`config.mk`:
```
export PLATFORM = sky130hd
export DESIGN_NAME = stream_sum_ctrl
export DESIGN_NICKNAME = d
export VERILOG_FILES = /design/src/rtl/stream_sum_ctrl.sv
export SDC_FILE = /design/constraint.sdc
export NUM_CORES = 1
export LEC_CHECK = 0
export ABC_CLOCK_PERIOD_IN_PS = 1400
export CORE_MARGIN = 3
export CORE_UTILIZATION = 41
export CTS_BUF_LIST = sky130_fd_sc_hd__clkbuf_4 sky130_fd_sc_hd__clkbuf_8
export DETAILED_ROUTE_END_ITERATION = 7
export GPL_ROUTABILITY_DRIVEN = 0
export PLACE_DENSITY = 0.88
export SLEW_MARGIN = 20
export SYNTH_ARGS = -nofsm -noshare
export SYNTH_HDL_FRONTEND = slang
export SYNTH_SLANG_ARGS = --single-unit
```
`constraint.sdc`:
```
create_clock -name clock -period 1.4 [get_ports clock]
set_clock_uncertainty 0.05 [all_clocks]
set_input_delay 0.28 -clock clock [delete_from_list [all_inputs] [get_ports clock]]
set_output_delay 0.28 -clock clock [all_outputs]
set_load 0.02 [all_outputs]
```
`src/rtl/stream_sum_ctrl.sv`:
```
// stream_sum_ctrl: reduces a valid/ready stream to one total per stream through a shared external 3-input adder.
// Optional SUM_CTRL_COUNT_EN builds a saturating per-stream word counter on sum_count (else tied to 0). Rev 1.0
`default_nettype none

module stream_sum_ctrl #(
  parameter int W             = 32,
  parameter int ACC_W         = 64,
  parameter int ADDER_LATENCY = 2
) (
  input  logic               clock,
  input  logic               reset,
  input  logic               in_valid,
  output logic               in_ready,
  input  logic [W-1:0]       in_data,
  input  logic               in_last,
  output logic               sum_valid,
  input  logic               sum_ready,
  output logic [ACC_W-1:0]   sum_data,
  output logic               sum_overflow,
  output logic [31:0]        sum_count,
  output logic [ACC_W-1:0]   add_a,
  output logic [ACC_W-1:0]   add_b,
  output logic [ACC_W-1:0]   add_c,
  input  logic [ACC_W+1:0]   add_p
);

  typedef enum logic [2:0] {
    COLLECT0 = 3'd0,
    COLLECT1 = 3'd1,
    ISSUE    = 3'd2,
    WAIT     = 3'd3,
    DONE     = 3'd4
  } state_t;

  // WAIT lasts ADDER_LATENCY cycles; the counter reaching zero marks the capture edge.
  localparam logic [2:0] WAIT_INIT = 3'(ADDER_LATENCY - 1);

  state_t           state;
  state_t           state_next;
  logic [W-1:0]     x0;
  logic [W-1:0]     x1;
  logic             last_flag;
  logic [ACC_W-1:0] acc;
  logic             overflow;
  logic [2:0]       wait_cnt;
  logic             in_hs;
  logic             sum_hs;

  assign in_hs        = in_valid && in_ready;
  assign sum_hs       = sum_valid && sum_ready;
  assign sum_data     = acc;
  assign sum_overflow = overflow;

  always_ff @(posedge clock) begin
    if (reset) state <= COLLECT0;
    else       state <= state_next;
  end

  always_comb begin
    state_next = state;
    in_ready   = 1'b0;
    sum_valid  = 1'b0;
    case (state)
      COLLECT0: begin
        in_ready = !reset;
        if (in_hs) state_next = in_last ? ISSUE : COLLECT1;
      end
      COLLECT1: begin
        in_ready = !reset;
        if (in_hs) state_next = ISSUE;
      end
      ISSUE: state_next = WAIT;
      WAIT: begin
        if (wait_cnt == 3'd0) state_next = last_flag ? DONE : COLLECT0;
      end
      DONE: begin
        sum_valid = 1'b1;
        if (sum_ready) state_next = COLLECT0;
      end
      default: state_next = COLLECT0;
    endcase
  end

  always_ff @(posedge clock) begin
    if (reset) begin
      x0        <= '0;
      x1        <= '0;
      last_flag <= 1'b0;
      acc       <= '0;
      overflow  <= 1'b0;
      wait_cnt  <= '0;
      add_a     <= '0;
      add_b     <= '0;
      add_c     <= '0;
    end else begin
      case (state)
        COLLECT0: if (in_hs) begin
          x0        <= in_data;
          x1        <= '0;
          last_flag <= in_last;
        end
        COLLECT1: if (in_hs) begin
          x1        <= in_data;
          last_flag <= in_last;
        end
        ISSUE: begin
          add_a    <= ACC_W'(x0);
          add_b    <= ACC_W'(x1);
          add_c    <= acc;
          wait_cnt <= WAIT_INIT;
        end
        WAIT: begin
          if (wait_cnt == 3'd0) begin
            acc      <= add_p[ACC_W-1:0];
            overflow <= overflow | (|add_p[ACC_W+1:ACC_W]);
          end else begin
            wait_cnt <= wait_cnt - 3'd1;
          end
        end
        DONE: if (sum_ready) begin
          acc      <= '0;
          overflow <= 1'b0;
        end
        default: ;
      endcase
    end
  end

`ifdef SUM_CTRL_COUNT_EN
  logic [31:0] word_cnt;

  always_ff @(posedge clock) begin
    if (reset)                          word_cnt <= '0;
    else if (sum_hs)                    word_cnt <= '0;
    else if (in_hs && word_cnt != '1)   word_cnt <= word_cnt + 32'd1;
  end

  assign sum_count = word_cnt;
`else
  assign sum_count = '0;
`endif

endmodule

`default_nettype wire

```
Yosys cells after proc, flatten, opt, wreduce, memory -nomap -nowiden
Cells that the tools add are included.
Word-level totals
  register bits: 264
  latch bits: 0
  memory bits (writable): 0
  memory bits (read-only): 0
  input port bits: 103
  output and inout port bits: 291
  logic and storage cells: 56
  memories: 0
Operators by class
  add/subtract/negate cells: 1
  multipliers: 0
  div/mod/pow operators: 0
  magnitude comparators: 0
  equality and inequality tests: 9
  shifts and indexed selects: 0
  mux-type cells: 20
  bitwise gates (word level): 1
  reduce and logical (&&, ||, !) cells: 15
Operator list (count)
  64-bit two-way mux: 2
  64-bit case mux with 2 select lines: 1
  32-bit two-way mux: 2
  32-bit case mux with 2 select lines: 1
  3-bit two-way mux: 6
  3-bit case mux with 5 select lines: 1
  2-bit inequality test, second input constant: 5
  3-bit by 2-bit equality test with 1-bit output, second input constant: 2
  3-bit logical NOT: 2
  3-bit case mux with 2 select lines: 1
  2-bit AND reduction: 3
  3-bit AND reduction: 2
  2-bit nonzero test: 3
  1-bit two-way mux: 4
  4-bit AND reduction: 1
  2-bit OR reduction: 2
  3-bit by 1-bit equality test with 1-bit output, second input constant: 1
  3-bit equality test, second input constant: 1
  3-bit by 1-bit subtractor with 3-bit output, second input constant: 1
  2-bit two-way mux: 1
  1-bit case mux with 2 select lines: 1
  1-bit logical AND: 1
  1-bit logical NOT: 1
  1-bit OR: 1

Logic depth before layout (Yosys ltp)
Gate-level depths: netlist (run 1).
  depth after elaboration: 6
  gate-level depth with buffers: 8
  gate-level depth less buffers: 6

Worst setup path before layout (run 1)
Ideal clock, no wire load.
  path type: register to register
  start: register state[2]
  end: register acc[0], in the netlist sum_data[0]
  library setup time: 0.132 ns
  arrival time: 1.359 ns
  data required time: 1.218 ns
  slack: -0.142 ns
  stages on the path, launching flop included: 7
  path buffers: 2
  period minus slack after synthesis: 1.542 ns
  path through: dfxtp_1 > buf_4 > nor3b_2 > nand2_2 > buf_2 > nand3_1 > a21oi_1
Between the ends
  longest elaborated chain between the ends: 3
  elaborated cells on any way between the ends: 7
  classes of those cells: 4 x eq/ne; 1 x mux; 2 x reduce/logical
Ends and longest elaborated chain
  start: declaration: line 38  | state_t state;
  start signal: assignment: line 56  | else state <= state_next;
  3-bit by 2-bit equality test with 1-bit output / 3-bit equality test (equally long branches): line 96  | case (state)
  2-bit inequality test (no line) / 2-bit nonzero test (equally long branches)
  3-bit AND reduction (no line)
  end signal: assignment: line 114  | acc <= add_p[ACC_W-1:0];
  end: declaration: line 43  | logic [ACC_W-1:0] acc;
Parallel ways exist; a longest one is shown, timed or not.
A chain may end at the register's enable or synchronous reset.

Worst setup path after layout (run 1)
  start: register state[2]
  end: register add_a[8]
Between the ends
  longest elaborated chain between the ends: 1
Ends and longest elaborated chain
  3-bit by 2-bit equality test with 1-bit output: line 96
  end signal: assignment: line 107  | add_a <= ACC_W'(x0);
  end: declaration: line 21  | output logic [ACC_W-1:0] add_a,
No other way between the ends.

==> results.rst, run 1 <==
.. list-table::
   :header-rows: 1

   * - Metric
     - Value
   * - Wire length of the first global-routing pass
     - 50940 microns
   * - Inserted Diodes
     - 0
   * - Number of buffers on the longest clock path
     - 3
   * - Transition at the pin with the smallest max-transition slack
     - 0.6696 ns
   * - CP dominant cell by count
     - buf_12
   * - Fraction of the mapped netlist area in compound gates
     - 0.1500
   * - Nets
     - 1700
   * - Cell area after synthesis
     - 0.01023 sq mm
   * - Slew margin rel.
     - 0.5536
   * - Proportion of layout cells with a drive suffix above 1
     - 0.3079
   * - Most common cell in the netlist
     - nand2_1
   * - Root Buffer Master
     - clkbuf_8
   * - Via count
     - 9883
   * - Share of the synthesized area in the top cell type
     - 0.5166
   * - Post-Place Setup Slack
     - -0.6129 ns
   * - Number of max-slew violations in the final report
     - 0
   * - Crit. End Element
     - flip-flop
   * - Arrival @ worst endpoint
     - 2.20 ns
   * - Commonest register cell after synthesis
     - dfxtp_1
   * - Worst Hold Class
     - primary input to flip-flop
   * - Share of synthesized flip-flops with an asynchronous set or reset
     - 0
   * - Leakage
     - 0.006025 uW
   * - Overall overflow remaining after global route
     - 0
   * - Power density cells
     - 1120 mW/mm^2
   * - Final period utilization
     - 1.283
   * - Mapped Cells
     - 1243
   * - Clock insertion delay at the later pin of the skew report
     - 0.54 ns
   * - IR drop worst, VDD
     - 0.0007873 V
   * - Die height
     - 164.0 microns
   * - Largest cells by area after synthesis
     - dfxtp_1 (52%), nand2_1 (14%), a21oi_1 (11%)
   * - Quantity of I/O buffers inserted on ports
     - 297
   * - Initial antenna violation count
     - 0
   * - Yosys reg bits
     - 264
   * - Result of the run
     - finished with violations
   * - Yosys warns
     - 0
   * - Average cell area after synthesis
     - 8.230 sq um
   * - Hpwl dp
     - 20100 microns
   * - Critical path cell sequence
     - buf_8, buf_4, nor3_4, buf_6, buf_12, buf_12, bufbuf_16, nand2_1, a21oi_1
   * - DRT Wirelength
     - 34110 microns
   * - Rows
     - 57
   * - Period minus WS final
     - 1.796 ns
   * - Commonest cells in the synthesized netlist
     - nand2_1 (391), dfxtp_1 (264), a21oi_1 (230)
   * - Fraction of the yosys area taken by sequential cells
     - 0.5166
   * - Critical Path Start Type
     - flip-flop
   * - Dominant cell type by area after synthesis
     - dfxtp_1
   * - Via count of the first global-routing pass
     - 9777
   * - Largest net degree at the start of global routing
     - 134
   * - Initial core utilization
     - 0.4194
   * - Biggest fanout along the worst timing path
     - 9
   * - Setup violation total in the final timing report
     - 267
   * - Antenna-violating nets left
     - 0
   * - Placeable core region
     - 0.02439 sq mm
   * - Count of pins on the block boundary
     - 394
   * - TritonRoute pass-1 iters
     - 5
   * - Required time worst endpoint
     - 1.81 ns
   * - Clock-pin slew on the worst setup and hold paths
     - 0.07 ns
   * - # Max-Cap Violations
     - 0
   * - Critical path class
     - flip-flop to flip-flop
   * - Failing checks
     - setup timing
   * - Clock sink count
     - 264
   * - Number of buffers inserted by hold repair at cts
     - 0
   * - Final non-filler cell total
     - 1951
   * - Total CTS buffers
     - 43
   * - CTS tree
     - done
   * - Setup repair after global routing missed its margin
     - yes
   * - Post-DR wirelength/cell
     - 17.48 microns
   * - Number of DRC violations after detailed-routing iteration 0
     - 934
   * - Count of endpoints failing hold in the final timing report
     - 0
   * - Buffers & Inverters on Critical Path
     - 6
   * - Max Clk Rate
     - 556.8 MHz
   * - Post-synth cell types
     - 36
   * - Adder-Cell Fraction of Synth Area
     - 0.002446
   * - Maximum cell stage delay along the critical path
     - 0.36 ns
   * - Number of enable flip-flop cells after synthesis
     - 0
   * - Area enclosed by the die boundary
     - 0.02688 sq mm
   * - Slowest cell on the critical path
     - dfxtp_4
   * - CP delay by family, top
     - buffers and inverters
   * - Mean number of vias per cell
     - 5.066
   * - Number of remaining DRC errors
     - 0
   * - Layout overhead on the synthesized area
     - 45.16%
   * - Post-synthesis mux area share
     - 0
   * - Xor and xnor area share after synthesis
     - 0.0008562
   * - Overall die width
     - 164.0 microns
   * - Largest family of logic cells by synthesized area
     - simple AND/OR/NAND/NOR gates
   * - H-tree depth
     - 2
   * - Global routing usage summed across all routing layers
     - 0.2368
   * - Area fraction in and, or, nand and nor cells after synthesis
     - 0.2084
   * - Crit path setup slack, layout
     - -0.3960 ns
   * - Number of cells in the design after placement
     - 1827
-- report_power, final --
group / leakage (uW) / total, uW / internal (uW) / switching, uW
Sequential: 0.00215 / 7700 / 7630 / 76.3
Combinational: 0.00339 / 2050 / 947 / 1100
Clock: 0.000481 / 6880 / 3850 / 3030
-- sequential cells by signal (all words and copies together), names as in the netlist --
register	count
add_a	32
sum_overflow	1
add_c	64
x1	32
x0	32
last_flag	1
add_b	32
state	3
wait_cnt	3
sum_data	64
-- layout make-up --
cell class | count | area, sq um
multi-input cells | 882 | 4292
clock buffers | 70 | 850.8
clock inverters | 7 | 41.29
well taps | 324 | 405.4
flip-flops and latches | 264 | 5348
repair buffers | 399 | 3894
inverters | 5 | 18.77
fillers | 1987 | 9542
-- metal layers --
metal / global-route usage / up-vias / part of all wire
met5: 0 / - / 0
met4: 0.08381 / 0 / 0.030
met3: 0.07264 / 90 / 0.098
met2: 0.4191 / 501 / 0.50
met1: 0.2697 / 4688 / 0.37
li1: - / 4604 / -
-- path summary, 6_finish.rpt --
kind,slack [ns],startpoint,end,cells past startpoint
hold reg to reg,0.39,sum_overflow$_SDFFE_PP0P_,sum_overflow$_SDFFE_PP0P_,2
hold / removal,0.23,add_p[59],sum_data[59]$_SDFFE_PP0P_,3
setup reg to reg,-0.40,state[2]$_SDFFE_PP0P_,add_a[8]$_SDFFE_PP0N_,9
setup / recovery,-0.40,state[2]$_SDFFE_PP0P_,add_a[8]$_SDFFE_PP0N_,9
-- cell usage in the layout (no fill, tap or decap), types with 2 or more instances in the layout --
master           instances
nand2b_1                 3
o21ai_0                  4
dfxtp_4                  3
buf_12                  27
a22oi_2                 28
buf_16                   9
bufbuf_16                9
clkdlybuf4s50_1        101
buf_4                  127
clkbuf_4                18
dfxtp_2                 41
nand2_8                  2
a22oi_1                  4
clkinv_2                 5
ha_1                     2
inv_1                    4
nor2_4                   2
clkbuf_8                53
buf_6                   27
nand2_2                 10
nand3_1                 61
nand3b_1                 2
buf_8                    2
conb_1                  96
a21oi_2                 28
dfxtp_1                220
nand2_1                381
nor3_1                   2
a21oi_1                202
nor2_1                  39
buf_2                   95
-- tightest hold or removal path: cells and delay by family --
kind | cells | cell delay, ns
AOI/OAI and AO/OA | 1 | 0.05
buffers and inverters | 1 | 0.39
and+or+nand+nor | 1 | 0.05
-- cell families (layout without fill, tap and decap cells) --
| kind of cell | after synthesis | after routing |
|---|---|---|
| buffers and inverters | 193 | 481 |
| adders and majority gates | 2 | 2 |
| DFF | 264 | 264 |
| xor gates and xnor gates | 1 | 1 |
| AOI/OAI and AO/OA | 269 | 269 |
| and+or+nand+nor | 513 | 514 |
| other | 1 | 96 |
-- metrics by stage --
step	power [uW]	hold WS, ns	TNS [ns]	utilization	cell area, sq um
final	16630	0.2322	-60.49	0.6088	14850
after floorplan	8905	0.3653	-1.595	-	10670
after global placement	9380	0.3829	-59.42	0.5531	13490
after CTS	16630	0.2010	-56.51	0.6036	14720
after global routing	17160	0.2265	-80.95	0.6088	14850
after detailed placement	9409	0.3888	-68.04	0.5531	13490
-- timing repair --
action / CTS / global route
resized for setup: 980 / 22
endpoints found under the setup margin: 456 / 382
pin swaps: 12 / 3
buffers inserted: 24 / 3
cloned: 19 / 1
No activity file was read; power rests on OpenSTA's default activity.
==> run 2: changes to the inputs <==
Settings changed: ABC_AREA set to 1, PLACE_DENSITY 0.88 to 0.87.
==> results.rst, run 2 <==
.. list-table::
   :header-rows: 1

   * - Metric
     - Value
   * - Commonest non-fill, non-tap cell in the layout
     - nor2_1
   * - Seq pwr share
     - 0.337 (-0.126)
   * - Rows
     - 57 (unchanged)
   * - Slew margin rel.
     - 0.4859 (-0.06767)
   * - Internal Pwr Total
     - 18080 uW (+46%)
   * - Switching power as a share of total power
     - 0.3458 (+0.09278)
   * - Count of pins on the block boundary
     - 394 (unchanged)
   * - Required time worst endpoint
     - 1.82 ns (about the same)
   * - Critical path cell sequence
     - buf_12, nor2_4, buf_4, buf_6, buf_6, nand2_8, inv_12, buf_12, buf_12, buf_16, nor2_1, nor2_1
   * - Power density cells
     - 1478 mW/mm^2 (+32%)
   * - Final core utilization
     - 0.7556 (+0.1468)
   * - Hold slack final
     - 0.04895 ns (-0.1832 ns)
   * - Most common cell in the netlist
     - dfxtp_1
   * - Average cell area after synthesis
     - 7.558 sq um (-8.2%)
   * - Hpwl dp
     - 21830 microns (+8.6%)
   * - Crit. End Element
     - flip-flop
   * - Largest net degree at the start of global routing
     - 97 (-28%)
   * - Maximum cell stage delay along the critical path
     - 0.36 ns (about the same)
   * - Worst Hold Class
     - primary input to flip-flop
   * - Largest cells by area after synthesis
     - dfxtp_1 (50%), nor2_1 (9.3%), a21oi_1 (8.0%)
   * - Global routing usage summed across all routing layers
     - 0.2775 (+0.04065)
   * - Number of DRC violations after detailed-routing iteration 0
     - 1313 (+41%)
   * - Number of remaining DRC errors
     - 0 (unchanged)
   * - Via count
     - 12210 (+24%)
   * - CP dominant cell by count
     - buf_12
   * - Crit path setup slack, layout
     - -0.5216 ns (-0.1256 ns)
   * - Cell area after synthesis
     - 0.01049 sq mm (+2.5%)
   * - Number of max-slew violations in the final report
     - 0 (unchanged)
   * - Placeable core region
     - 0.02475 sq mm (+1.5%)
   * - Number of buffers inserted by hold repair at cts
     - 0 (unchanged)
   * - Post-DR wirelength/cell
     - 22.45 microns (+28%)
   * - Setup violation total in the final timing report
     - 275 (+3.0%)
   * - Dominant cell type by area after synthesis
     - dfxtp_1
   * - Proportion of layout cells with a drive suffix above 1
     - 0.4864 (+0.1784)
   * - # Max-Cap Violations
     - 0 (unchanged)
   * - Overall die width
     - 166.0 microns (+1.2%)
   * - Post-synth cell types
     - 20 (-44%)
   * - Clock sink count
     - 264 (unchanged)
   * - Overall overflow remaining after global route
     - 0 (unchanged)
   * - Area occupied by multi-input gates
     - 0.005344 sq mm (+25%)
   * - Slowest cell on the critical path
     - dfxtp_4
   * - Number of enable flip-flop cells after synthesis
     - 0 (unchanged)
   * - Quantity of I/O buffers inserted on ports
     - 297 (unchanged)
   * - Failing checks
     - setup timing
   * - Mapped Cells
     - 1388 (+12%)
   * - H-tree depth
     - 2 (unchanged)
   * - Antenna-violating nets left
     - 0 (unchanged)
   * - Max Clk Rate
     - 520.4 MHz (-6.5%)
   * - Clock Power Share
     - 0.287 (-0.127)
   * - Wire length of the first global-routing pass
     - 62130 microns (+22%)
   * - Commonest register cell after synthesis
     - dfxtp_1
   * - Combined flip-flop and latch cell area
     - 0.005503 sq mm (+2.9%)
   * - Initial antenna violation count
     - 1 (+1)
   * - Most frequent cells in the layout
     - nor2_1 (231), buf_4 (178), dfxtp_2 (126)
   * - Clock insertion delay at the later pin of the skew report
     - 0.57 ns (+0.03 ns)
   * - Root Buffer Master
     - clkbuf_8
   * - Commonest cells in the synthesized netlist
     - dfxtp_1 (264), nor2_1 (261), nand2_1 (175)
   * - Post-Place Setup Slack
     - -0.4430 ns (+0.1700 ns)
   * - Inserted Diodes
     - 0 (unchanged)
   * - Final non-filler cell total
     - 2195 (+13%)
   * - Number of buffers on the longest clock path
     - 3 (unchanged)
   * - Arrival @ worst endpoint
     - 2.34 ns (+0.14 ns)
   * - DRT Wirelength
     - 49270 microns (+44%)
   * - Clock-pin slew on the worst setup and hold paths
     - 0.06 ns (about the same)
   * - Initial core utilization
     - 0.4239 (+0.004473)
   * - Yosys warns
     - 0 (unchanged)
   * - TritonRoute pass-1 iters
     - 6 (+1)
   * - Area enclosed by the die boundary
     - 0.02754 sq mm (+2.4%)
   * - Nets
     - 1946 (+14%)
   * - Critical path class
     - flip-flop to flip-flop
   * - Share of synthesized flip-flops with an asynchronous set or reset
     - 0 (unchanged)
   * - CP delay by family, top
     - buffers and inverters
   * - Layout overhead on the synthesized area
     - 78.26%
   * - Filler instances
     - 1437 (-28%)
   * - Final period utilization
     - 1.373 (+0.08974)
   * - Result of the run
     - finished with violations
   * - IR drop worst, VDD
     - 0.0009880 V (+25%)
   * - Leakage
     - 0.008250 uW (+37%)
   * - Number of cells in the design after placement
     - 1977 (+8.2%)
   * - Critical Path Start Type
     - flip-flop
   * - Fraction of the yosys area taken by sequential cells
     - 0.5038 (-0.01282)
   * - CTS tree
     - done
   * - Switching power total
     - 9556 uW (+130%)
   * - Biggest fanout along the worst timing path
     - 6 (-3)
   * - Transition at the pin with the smallest max-transition slack
     - 0.7711 ns (+0.1015 ns)
   * - Total CTS buffers
     - 44 (+2.3%)
   * - Yosys reg bits
     - 264 (unchanged)
   * - Buffers & Inverters on Critical Path
     - 8 (+2)
   * - Mean number of vias per cell
     - 5.561 (+9.8%)
   * - Count of endpoints failing hold in the final timing report
     - 0 (unchanged)
   * - Share of the synthesized area in the top cell type
     - 0.5038 (-0.01282)
   * - Fraction of power consumed by combinational cells
     - 0.376 (+0.253)
   * - Period minus WS final
     - 1.922 ns (+0.1256 ns)
   * - Die height
     - 166.0 microns (+1.2%)
   * - Setup repair after global routing missed its margin
     - yes
   * - Via count of the first global-routing pass
     - 11280 (+15%)
run 2: cell types whose count changed after synthesis, moves of 20 or more:
cell      delta
inv_1      +103
nor2_1     +221
clkbuf_1    +34
a22oi_2     -20
nand3_1     -53
nand4_1     +33
o21ai_0    +162
a21oi_1     -62
nand2_1    -216
run 2: worst paths after layout:
kind / end / slack (ns) / cells past startpoint / from
max reg2reg: add_c[24]$_SDFFE_PP0N_ / -0.52 / 12 / state[2]$_SDFFE_PP0P_
min: state[1]$_SDFFE_PP0P_ / 0.05 / 3 / reset
max: add_c[24]$_SDFFE_PP0N_ / -0.52 / 12 / state[2]$_SDFFE_PP0P_
min reg2reg: add_a[1]$_SDFFE_PP0N_ / 0.41 / 2 / x0[1]$_SDFFE_PP0P_
run 2: logic make-up (layout without fill, tap and decap cells):
kind of cell / after synthesis / after routing / share of synthesized area
simple gates: 484 / 484 / 0.1840
fa+ha+maj: 2 / 2 / 0.002385
buf+inv: 303 / 691 / 0.1500
other cells: 1 / 96 / 0.0003575
compound gates: 334 / 334 / 0.1594
flops: 264 / 264 / 0.5038
run 2: layout make-up:
cell class,instances,area share
repair buffers,503,0.3209
flip-flops and latches,264,0.2943
multi-input cells,916,0.2858
clock buffers,67,0.04496
inverters,112,0.02429
well taps,324,0.02168
clock inverters,9,0.008096
run 2: layer usage:
layer	global-route usage	routed length (microns)
met1	0.3138	16000
met2	0.4912	24470
met3	0.07213	5089
met4	0.1259	3698
met5	0	13
run 2: stage by stage:
stage	instance area [sq um]	TNS, ns	total power (uW)
final	18700	-92.20	27630
after floorplan	10850	-1.661	12610
after global routing	18700	-102.96	28470
after global placement	13800	-45.84	15200
after CTS	16380	-52.23	25100
after detailed placement	13800	-56.36	15380
run 2: timing repair:
item                                    4_1_cts  5_1_grt
pin swaps                                    37       93
resized for setup                          1241      563
cloned                                       36       18
buffers inserted                             45       49
endpoints found under the setup margin      459      412
run 2: worst register-to-register path: stages (launching register included):
cell and delay [ns]:
dfxtp_4 0.36, buf_12 0.12, nor2_4 0.14, buf_4 0.13, buf_6 0.08, buf_6 0.11, nand2_8 0.11, inv_12 0.12
buf_12 0.12, buf_12 0.14, buf_16 0.14, nor2_1 0.06, nor2_1 0.17
run 2: power by group through the flow:
stage,logic [uW],registers [uW],clock network (uW)
2_1_floorplan,2570,10000,0
4_1_cts,8230,9070,7810
5_1_grt,10800,9380,8290
3_3_place_gp,6090,9120,0
3_5_place_dp,6220,9150,0
6_report,10400,9310,7930
==> run 3: changes to the inputs <==
Settings changed: TNS_END_PERCENT set to 1.
==> results.rst, run 3 (synthesized netlist as in run 2, its figures left out) <==
.. list-table::
   :header-rows: 1

   * - Metric
     - Value
   * - Result of the run
     - finished with violations
   * - Failing checks
     - setup timing
   * - Slew margin rel.
     - 0.6130 (+0.1270)
   * - Buffers & Inverters on Critical Path
     - 1 (-7)
   * - Antenna-violating nets left
     - 0 (unchanged)
   * - Crit path setup slack, layout
     - -0.3482 ns (+0.1735 ns)
   * - Commonest non-fill, non-tap cell in the layout
     - nor2_1
   * - Via count of the first global-routing pass
     - 9736 (-14%)
   * - Count of pins on the block boundary
     - 394 (unchanged)
   * - H-tree depth
     - 2 (unchanged)
   * - Area occupied by multi-input gates
     - 0.004081 sq mm (-24%)
   * - Clock insertion delay at the later pin of the skew report
     - 0.53 ns (-0.04 ns)
   * - TritonRoute pass-1 iters
     - 5 (-1)
   * - Setup slack, reg-to-reg
     - -0.26 ns (+0.26 ns)
   * - Leakage
     - 0.006404 uW (-22%)
   * - Post-DR wirelength/cell
     - 15.59 microns (-31%)
   * - Via count
     - 10070 (-18%)
   * - Slowest cell on the critical path
     - dfxtp_4
   * - Worst hold path cell count
     - 4 (+1)
   * - Final period utilization
     - 1.249 (-0.1239)
   * - # Max-Cap Violations
     - 0 (unchanged)
   * - Period minus WS final
     - 1.748 ns (-0.1735 ns)
   * - Critical hold path startpoint
     - reset
   * - Die height
     - 166.0 microns (unchanged)
   * - DRT Wirelength
     - 32090 microns (-35%)
   * - Source of the worst register-to-register timing path
     - state[0]$_SDFFE_PP0P_
   * - Maximum cell stage delay along the critical path
     - 0.37 ns (about the same)
   * - Post-Place Setup Slack
     - -0.3098 ns (+0.1332 ns)
   * - Hold slack final
     - 0.2010 ns (+0.1520 ns)
   * - Initial core utilization
     - 0.4239 (unchanged)
   * - Arrival @ worst endpoint
     - 1.42 ns (-0.92 ns)
   * - Total CTS buffers
     - 45 (+2.3%)
   * - Critical Path Start Type
     - flip-flop
   * - Worst Hold Class
     - primary input to flip-flop
   * - Overall die width
     - 166.0 microns (unchanged)
   * - Initial antenna violation count
     - 2 (+1)
   * - Transition at the pin with the smallest max-transition slack
     - 0.5805 ns (-0.1906 ns)
   * - Number of DRC violations after detailed-routing iteration 0
     - 619 (-53%)
   * - Layout overhead on the synthesized area
     - 41.72%
   * - Wire length of the first global-routing pass
     - 49930 microns (-20%)
   * - Critical path class
     - flip-flop to output pin
   * - Hpwl dp
     - 21320 microns (-2.3%)
   * - Max Clk Rate
     - 572.0 MHz (+9.9%)
   * - Number of buffers on the longest clock path
     - 3 (unchanged)
   * - Critical path cell sequence
     - nor2_4, nand2_2, a21oi_2, buf_6
   * - Number of max-slew violations in the final report
     - 0 (unchanged)
   * - Filler instances
     - 2093 (+46%)
   * - Post-detailed-placement cell area
     - 0.01375 sq mm (-0.33%)
   * - Overall overflow remaining after global route
     - 0 (unchanged)
   * - Setup repair after global routing missed its margin
     - yes
   * - Setup violation total in the final timing report
     - 162 (-41%)
   * - Biggest fanout along the worst timing path
     - 4 (-2)
   * - Clock sink count
     - 264 (unchanged)
   * - Area of all placed cells without fillers
     - 0.01487 sq mm (-20%)
   * - Nets
     - 1810 (-7.0%)
   * - Worst-case reg-to-reg path depth
     - 8 (-4)
   * - Power density cells
     - 1535 mW/mm^2 (+3.9%)
   * - Endpoint of the worst hold path
     - state[1]$_SDFFE_PP0P_
   * - IR drop worst, VDD
     - 0.0008485 V (-14%)
   * - Clock-pin slew on the worst setup and hold paths
     - 0.05 ns (about the same)
   * - Crit. End Element
     - output pin
   * - Number of remaining DRC errors
     - 0 (unchanged)
   * - Most frequent cells in the layout
     - nor2_1 (260), nand2_1 (172), a21oi_1 (165)
   * - Rows
     - 57 (unchanged)
   * - Root Buffer Master
     - clkbuf_8
   * - Mean number of vias per cell
     - 4.892 (-12%)
   * - Count of endpoints failing hold in the final timing report
     - 0 (unchanged)
   * - Area enclosed by the die boundary
     - 0.02754 sq mm (unchanged)
   * - End of the worst register-to-register path
     - sum_data[25]$_SDFFE_PP0P_
   * - CP delay by family, top
     - flip-flops
   * - Proportion of layout cells with a drive suffix above 1
     - 0.2810 (-0.2054)
   * - Required time worst endpoint
     - 1.07 ns (-0.75 ns)
   * - Quantity of I/O buffers inserted on ports
     - 297 (unchanged)
   * - Largest net degree at the start of global routing
     - 86 (-11%)
   * - Global routing usage summed across all routing layers
     - 0.2174 (-0.06010)
   * - Placeable core region
     - 0.02475 sq mm (unchanged)
   * - CTS tree
     - done
   * - Combined flip-flop and latch cell area
     - 0.005451 sq mm (-0.93%)
==> run 3: where the power goes <==
group / internal [uW] / switching [uW] / total (uW)
registers: 8580 / 588 / 9170
logic: 2590 / 3700 / 6290
clock network: 4350 / 3010 / 7350
==> run 3: routing by layer <==
layer | global-route usage | vias to the layer above | wire length [microns]
met5 | 0 | - | 20
met4 | 0.08608 | 2 | 915
met3 | 0.06856 | 64 | 2902
met2 | 0.3824 | 448 | 16110
met1 | 0.2454 | 4691 | 12150
li1 | - | 4862 | -
==> run 3: repair_timing <==
item | in CTS | in global routing
setup buffers | 10 | 1
resized for setup | 1036 | 234
hold buffers | 1 | 0
pin swaps | 4 | 2
endpoints found under the setup margin | 457 | 370
hold endpoints to repair | 4 | 0
cloned | 0 | 0
==> run 3: per-stage QoR <==
stage	power, uW	utilization	instances	TNS [ns]
6_report	22820	0.6007	2058	-23.36
5_1_grt	24000	0.6007	2058	-38.74
4_1_cts	22540	0.5818	2056	-16.81
3_5_place_dp	15360	0.5558	1970	-49.08
3_3_place_gp	15190	0.5558	1970	-38.09
2_1_floorplan	12610	-	1483	-1.749
==> run 3: cell type report <==
| type | count | area share |
|---|---|---|
| Clock inverter | 9 | 0.008584 |
| Antenna cell | 1 | 0.0001683 |
| Timing Repair Buffer | 366 | 0.2372 |
| Tap cell | 324 | 0.02727 |
| Clock buffer | 66 | 0.05605 |
| Inverter | 112 | 0.02946 |
| Sequential cell | 264 | 0.3667 |
| Multi-Input combinational cell | 916 | 0.2745 |
==> run 3: worst max-delay path by stage <==
stage,from,to,slack [ns],depth (start not counted)
after floorplan,state[0]$_SDFFE_PP0P_,sum_data[10]$_SDFFE_PP0P_,-0.03,8
after global placement,in_valid,x0[5]$_SDFFE_PP0P_,-0.29,5
after detailed placement,sum_ready,sum_data[15]$_SDFFE_PP0P_,-0.31,8
final,state[2]$_SDFFE_PP0P_,in_ready,-0.35,4
after global routing,state[2]$_SDFFE_PP0P_,in_ready,-0.41,5
after CTS,state[2]$_SDFFE_PP0P_,in_ready,-0.39,5
==> run 3: tightest hold or removal path: cells and delay by family <==
family / cells / cell delay [ns]
compound gates: 2 / 0.22
buf+inv: 1 / 0.13
simple gates: 1 / 0.10
